### src/rtl/eth_stream_pkg.sv
// eth_stream_pkg
// Shared definitions for the receive-path streaming stages: the FCS and
// minimum-frame byte counts, the FCS strip state encoding and a helper that
// turns a "bytes minus one" keep field into a byte count.
package eth_stream_pkg;

  localparam int FCS_BYTES              = 4;
  localparam int ETH_MIN_STRIPPED_BYTES = 60;

  typedef enum logic [1:0] {
    IDLE  = 2'd0,
    HOLD  = 2'd1,
    FLUSH = 2'd2
  } state_t;

  // keep carries "valid bytes minus one" on the last beat of a frame.
  function automatic logic [31:0] keep_to_bytes(input logic [31:0] keep);
    return keep + 32'd1;
  endfunction

endpackage

### src/rtl/eth_rx_fcs_strip.sv
// eth_rx_fcs_strip
// Removes the trailing 4-byte FCS from a received frame stream and
// regenerates last/keep for the shortened frame. Valid-only stream, no
// backpressure. Every beat is held until the next beat of its frame shows up,
// because only then is it known whether the held beat ends the frame.
//
// Ports:
//   i_clk, i_rst            clock; asynchronous active-high reset
//   i_eths_slave_*          input stream (data, keep, valid, abort, last);
//                           last beat still includes the FCS
//   o_eths_master_*         output stream with the FCS removed; all outputs
//                           registered; keep is W-1 on non-last beats
//
// Optional build macro: ETH_RX_FCS_STRIP_RUNT_CHECK_EN
//   When defined, a saturating per-frame byte counter turns the last beat of
//   any frame shorter than 60 stripped bytes into an abort pulse.
module eth_rx_fcs_strip
  import eth_stream_pkg::*;
#(
  parameter int DATAPATH_WIDTH = 32
) (
  input  logic                                 i_clk,
  input  logic                                 i_rst,
  input  logic [DATAPATH_WIDTH-1:0]            i_eths_slave_data,
  input  logic [$clog2(DATAPATH_WIDTH/8)-1:0]  i_eths_slave_keep,
  input  logic                                 i_eths_slave_valid,
  input  logic                                 i_eths_slave_abort,
  input  logic                                 i_eths_slave_last,
  output logic [DATAPATH_WIDTH-1:0]            o_eths_master_data,
  output logic [$clog2(DATAPATH_WIDTH/8)-1:0]  o_eths_master_keep,
  output logic                                 o_eths_master_valid,
  output logic                                 o_eths_master_abort,
  output logic                                 o_eths_master_last
);

  localparam int W  = DATAPATH_WIDTH / 8;
  localparam int KW = $clog2(W);

  state_t                  state_reg, state_next;
  logic [DATAPATH_WIDTH-1:0] hold_data_reg, hold_data_next;
  logic [KW-1:0]           hold_keep_reg, hold_keep_next;
  logic                    started_reg, started_next;

  logic [DATAPATH_WIDTH-1:0] out_data_reg, out_data_next;
  logic [KW-1:0]           out_keep_reg, out_keep_next;
  logic                    out_valid_reg, out_valid_next;
  logic                    out_abort_reg, out_abort_next;
  logic                    out_last_reg, out_last_next;

  logic [31:0]             in_bytes;

`ifdef ETH_RX_FCS_STRIP_RUNT_CHECK_EN
  logic [15:0]             byte_cnt_reg, byte_cnt_next;
  logic [16:0]             byte_sum;
`endif

  assign in_bytes = keep_to_bytes(32'(i_eths_slave_keep));

  always_comb begin
    state_next     = state_reg;
    hold_data_next = hold_data_reg;
    hold_keep_next = hold_keep_reg;
    started_next   = started_reg;
    out_data_next  = out_data_reg;
    out_keep_next  = out_keep_reg;
    out_valid_next = 1'b0;
    out_abort_next = 1'b0;
    out_last_next  = 1'b0;

    // The pending final beat of the previous frame leaves unconditionally;
    // this cycle's input is then treated as the start of a new frame.
    if (state_reg == FLUSH) begin
      out_valid_next = 1'b1;
      out_last_next  = 1'b1;
      out_data_next  = hold_data_reg;
      out_keep_next  = hold_keep_reg;
      state_next     = IDLE;
      started_next   = 1'b0;
    end

    if (i_eths_slave_abort) begin
      // Only a frame that already put beats on the output needs an abort
      // downstream; in FLUSH the abort belongs to a frame not yet emitted.
      if (state_reg == HOLD && started_reg) begin
        out_abort_next = 1'b1;
      end
      hold_data_next = '0;
      hold_keep_next = '0;
      state_next     = IDLE;
      started_next   = 1'b0;
    end else if (i_eths_slave_valid) begin
      if (state_reg == HOLD) begin
        if (!i_eths_slave_last) begin
          out_valid_next = 1'b1;
          out_data_next  = hold_data_reg;
          out_keep_next  = KW'(W - 1);
          hold_data_next = i_eths_slave_data;
          started_next   = 1'b1;
        end else if (in_bytes <= 32'(FCS_BYTES)) begin
          // Current beat is all FCS; the FCS also eats the top
          // (FCS_BYTES - n) bytes of the held beat.
          out_valid_next = 1'b1;
          out_last_next  = 1'b1;
          out_data_next  = hold_data_reg;
          out_keep_next  = KW'(32'(W - FCS_BYTES - 1) + in_bytes);
          state_next     = IDLE;
          started_next   = 1'b0;
        end else begin
          // Frame ends inside the current beat: held beat goes out full and
          // the current one needs one more cycle as the final beat.
          out_valid_next = 1'b1;
          out_data_next  = hold_data_reg;
          out_keep_next  = KW'(W - 1);
          hold_data_next = i_eths_slave_data;
          hold_keep_next = KW'(in_bytes - 32'(FCS_BYTES + 1));
          state_next     = FLUSH;
          started_next   = 1'b1;
        end
      end else if (!i_eths_slave_last) begin
        hold_data_next = i_eths_slave_data;
        state_next     = HOLD;
        started_next   = 1'b0;
      end
      // A single-beat frame is nothing but FCS and is dropped.
    end

`ifdef ETH_RX_FCS_STRIP_RUNT_CHECK_EN
    byte_cnt_next = byte_cnt_reg;
    byte_sum      = 17'(byte_cnt_reg) +
                    (out_last_next ? (17'(out_keep_next) + 17'd1) : 17'(W));
    if (out_valid_next) begin
      if (out_last_next) begin
        byte_cnt_next = '0;
        if (byte_sum < 17'(ETH_MIN_STRIPPED_BYTES)) begin
          out_valid_next = 1'b0;
          out_last_next  = 1'b0;
          out_abort_next = 1'b1;
        end
      end else begin
        byte_cnt_next = byte_sum[16] ? 16'hFFFF : byte_sum[15:0];
      end
    end else if (out_abort_next) begin
      byte_cnt_next = '0;
    end
`endif
  end

  always_ff @(posedge i_clk or posedge i_rst) begin
    if (i_rst) begin
      state_reg     <= IDLE;
      hold_data_reg <= '0;
      hold_keep_reg <= '0;
      started_reg   <= 1'b0;
      out_data_reg  <= '0;
      out_keep_reg  <= '0;
      out_valid_reg <= 1'b0;
      out_abort_reg <= 1'b0;
      out_last_reg  <= 1'b0;
`ifdef ETH_RX_FCS_STRIP_RUNT_CHECK_EN
      byte_cnt_reg  <= '0;
`endif
    end else begin
      state_reg     <= state_next;
      hold_data_reg <= hold_data_next;
      hold_keep_reg <= hold_keep_next;
      started_reg   <= started_next;
      out_data_reg  <= out_data_next;
      out_keep_reg  <= out_keep_next;
      out_valid_reg <= out_valid_next;
      out_abort_reg <= out_abort_next;
      out_last_reg  <= out_last_next;
`ifdef ETH_RX_FCS_STRIP_RUNT_CHECK_EN
      byte_cnt_reg  <= byte_cnt_next;
`endif
    end
  end

  assign o_eths_master_data  = out_data_reg;
  assign o_eths_master_keep  = out_keep_reg;
  assign o_eths_master_valid = out_valid_reg;
  assign o_eths_master_abort = out_abort_reg;
  assign o_eths_master_last  = out_last_reg;

endmodule

### config.mk
export PLATFORM = sky130hd
export DESIGN_NAME = eth_rx_fcs_strip
export DESIGN_NICKNAME = d
export VERILOG_FILES = /design/src/rtl/eth_stream_pkg.sv /design/src/rtl/eth_rx_fcs_strip.sv
export SDC_FILE = /design/constraint.sdc
export NUM_CORES = 1
export LEC_CHECK = 0
export CORE_MARGIN = 3
export CORE_UTILIZATION = 55
export CTS_BUF_LIST = sky130_fd_sc_hd__clkbuf_8
export DETAILED_ROUTE_END_ITERATION = 16
export HOLD_SLACK_MARGIN = 0.03
export PLACE_DENSITY_LB_ADDON = 0.2
export SKIP_LAST_GASP = 1
export SLEW_MARGIN = 25
export SYNTH_ARGS = -nofsm -noshare
export SYNTH_HDL_FRONTEND = slang
export SYNTH_SLANG_ARGS = --single-unit
### constraint.sdc
create_clock -name i_clk -period 5.4 [get_ports i_clk]
set_input_delay 1.08 -clock i_clk [delete_from_list [all_inputs] [get_ports i_clk]]
set_output_delay 1.08 -clock i_clk [all_outputs]
set_load 0.01 [all_outputs]
==> results.md <==
- Setup TNS: 0 ns
- Root buffer cell: clkbuf_8
- RSZ-0062 raised after global routing: no
- Net count after synthesis: 299
- Cell area power density: around 330 nW/um^2
- I/O pin cnt: between 70 and 80
- Synthesized area: about 3100 um^2
- CTS tree: done
- Pleak: slightly below 2 nW
- Synth area leaders: dfrtp_1, mux2_4, nand2_1
- Startpoint types: input port
- VDD IR max: roughly 0.28 mV
- Comb pwr share: ~15%
- Most frequent cell after synthesis: dfrtp_1
- Yosys warns: 0
- Min setup slack post-route: around 2.4 ns
- Port Buffers: 75
- Dpl ws: around 2 ns
- Post-synthesis cell type count: 27
- Layout fillers: 357
- CTS Sinks: 74
- Die H: about 80 um
- Total GRT Usage: about a fifth
- Clock power frac: approximately two fifths
- Sequential element share of the synthesized area: about three fifths
- Top FF cell, synth: dfrtp_1
- Routed wire per std cell: roughly 16 um
- # resized after CTS: 0
- Worst-path clk slew: approximately 0.07 ns
- Reg power frac: a little under half
- Status: complete, no violations
- Final Cycle Share: between 50% and 60%
- DRT iter0 DRCs: approximately 140
- Area of the multi-input gates: 1130 um^2
- Setup Skew: around 0.0074 ns
- Share of the synthesized area in the top cell type: about 59%
- CP Capture Type: flip-flop
- Drc violations: 0
- Clock tree buffer depth: 2
- Seq cells post-synth: 74
- Via count: 2,132
- Crit path DAT: 3.21 ns
- R2r setup slk: 3.31 ns
- H-tree depth: 3
- Congestion Overflow GR: 0
- Area Growth Syn to Fin: 31.4%
- Vias in the first global route: about 2,100
- Switching Share: about 22%
- Hold path cells: 1
- R2R cell count: 4
- Worst slew pin tran: a little under 0.8 ns
- Hold Crit Class: reg -> reg
- HPWL Detailed: slightly above 4 mm
- Vias per cell: ~5.3
- CTS Buf Count: 9
- Post-CTS setup repair buffer count: 0
- Finished Core Util: 77.5%
- Core box area: roughly 5300 um^2
- Min Tclk post-route: roughly 3.0 ns
- Initial antenna violation count: 0
- Int Pwr: between 1 and 1.5 mW
- Area leader, netlist: dfrtp_1
- Row count: 26
- Largest net degree at the start of global routing: between 40 and 50
- Die X: 81.4 um
- Clk_lat worst skew: between 0.3 and 0.4 ns
- Number of diodes: 0
- P_sw: around 0.3 mW
- Register Area: between 1500 and 2000 um^2
- Worst slew margin: approximately half
- Final WL: 6.36 mm
- Final hold vios: 0
- Drt pass-1 iters: 5
- Top cells by count, synth: dfrtp_1, nand2_1, a21oi_1
- Share of layout cells above drive strength 1: between 10% and 20%
- Final Setup Violations: 0
- Max_cap viols: 0
- Post-synth EDFFs: 0
- Critical Path RT: between 5 and 6 ns
- First-pass GRT wire length: ~10 mm
- Die area: 6630 um^2
- Hold_buf cts: 0
- Mean Syn Cell Area: ~12 um^2
- Share of synthesized registers carrying an async set or reset: between 90% and 100%
- WS Path Type: in -> reg
- Final antenna-violating net count: 0
- Cells after Synth: between 200 and 300
- Fmax: between 0.3 and 0.4 GHz
- Critical Path Fanout Max: 42
- Final #Nets: between 300 and 400
- Routability congestion estimate: between 0.7 and 0.8
- Max Slew Vio Count: 0
- Initial Utilization: between 50 and 60%
## routing by layer
metal / GRT usage [%] / up-vias / part of all wire [%]
li1: - / 988 / -
met1: 27.2 / 1061 / 42
met2: 34.2 / 77 / 51
met3: 7.02 / 6 / 6.5
met4: 5.57 / 0 / 0.79
met5: 0 / - / 0
## metrics by stage
stage | instance area [um^2] | power [mW] | cells | hold WS, ns
after floorplan | 3130 | 0.730 | 257 | 0.464
after global placement | 3850 | 0.832 | 387 | 0.487
after detailed placement | 3860 | 0.838 | 387 | 0.490
after CTS | 4110 | 1.36 | 403 | 0.497
after global routing | 4110 | 1.41 | 403 | 0.508
final | 4110 | 1.35 | 403 | 0.493
## power groups by stage
| stage | Sequential, mW | Clock [mW] | Combinational (mW) |
|---|---|---|---|
| after global placement | 0.630 | 0 | 0.202 |
| after floorplan | 0.641 | 0 | 0.0892 |
| after detailed placement | 0.632 | 0 | 0.207 |
| after CTS | 0.622 | 0.532 | 0.208 |
| after global routing | 0.626 | 0.560 | 0.222 |
| final | 0.621 | 0.524 | 0.206 |
## critical path: stages
cell,delay [ns]
clkdlybuf4s50_1,0.45
buf_4,0.38
and3b_4,0.29
nor2_8,0.58
mux2_2,0.41
## logic make-up after synthesis
kind of cell    count (synthesis)  share of synthesized area [%]
flops                          74                           59.2
mux                            34                           15.8
buf+inv                        22                           4.88
fa+ha+maj                       3                           1.20
compound gates                 42                           7.28
simple gates                   81                           11.4
xor+xnor                        1                          0.280
## layout make-up
type                            count  area share [%]
Timing Repair Buffer               78            18.8
Multi-Input combinational cell    161            27.5
Clock inverter                      5            2.47
Tap cell                           70            2.13
Inverter                            4           0.365
Sequential cell                    74            45.1
Clock buffer                       11            3.68
## final timing paths
kind,to,start
max in group asynchronous,hold_data_reg[23],i_rst
setup / recovery,o_eths_master_data[4],i_eths_slave_abort
min in group asynchronous,o_eths_master_data[30],i_rst
hold reg to reg,o_eths_master_data[24],hold_data_reg[24]
hold / removal,o_eths_master_data[24],hold_data_reg[24]
setup reg to reg,o_eths_master_data[4],state_reg[0]
## layout by cell type (no fill, tap or decap)
cell / synthesis / layout
nor2b_1: 3 / 2
nor3b_1: 1 / 1
bufinv_16: 0 / 3
dfrtp_1: 74 / 74
nand2b_1: 3 / 2
inv_2: 0 / 1
a32o_1: 1 / 1
clkbuf_8: 0 / 11
inv_1: 4 / 4
nand2b_2: 0 / 1
xnor2_1: 1 / 1
or3_1: 1 / 1
clkinvlp_4: 0 / 1
o31a_1: 2 / 2
clkdlybuf4s50_1: 0 / 75
o21ai_0: 3 / 3
nand2_1: 67 / 67
a21o_1: 1 / 1
a21oi_1: 34 / 34
nand3b_1: 1 / 1
nor2_8: 1 / 1
nor2b_2: 0 / 1
ha_1: 3 / 3
mux2_2: 2 / 2
and3_1: 1 / 1
and3b_4: 1 / 1
nor2_1: 2 / 2
mux2_4: 30 / 30
mux2i_1: 2 / 2
a21boi_0: 1 / 1
buf_4: 3 / 3
No activity file was read; power rests on OpenSTA's default activity.
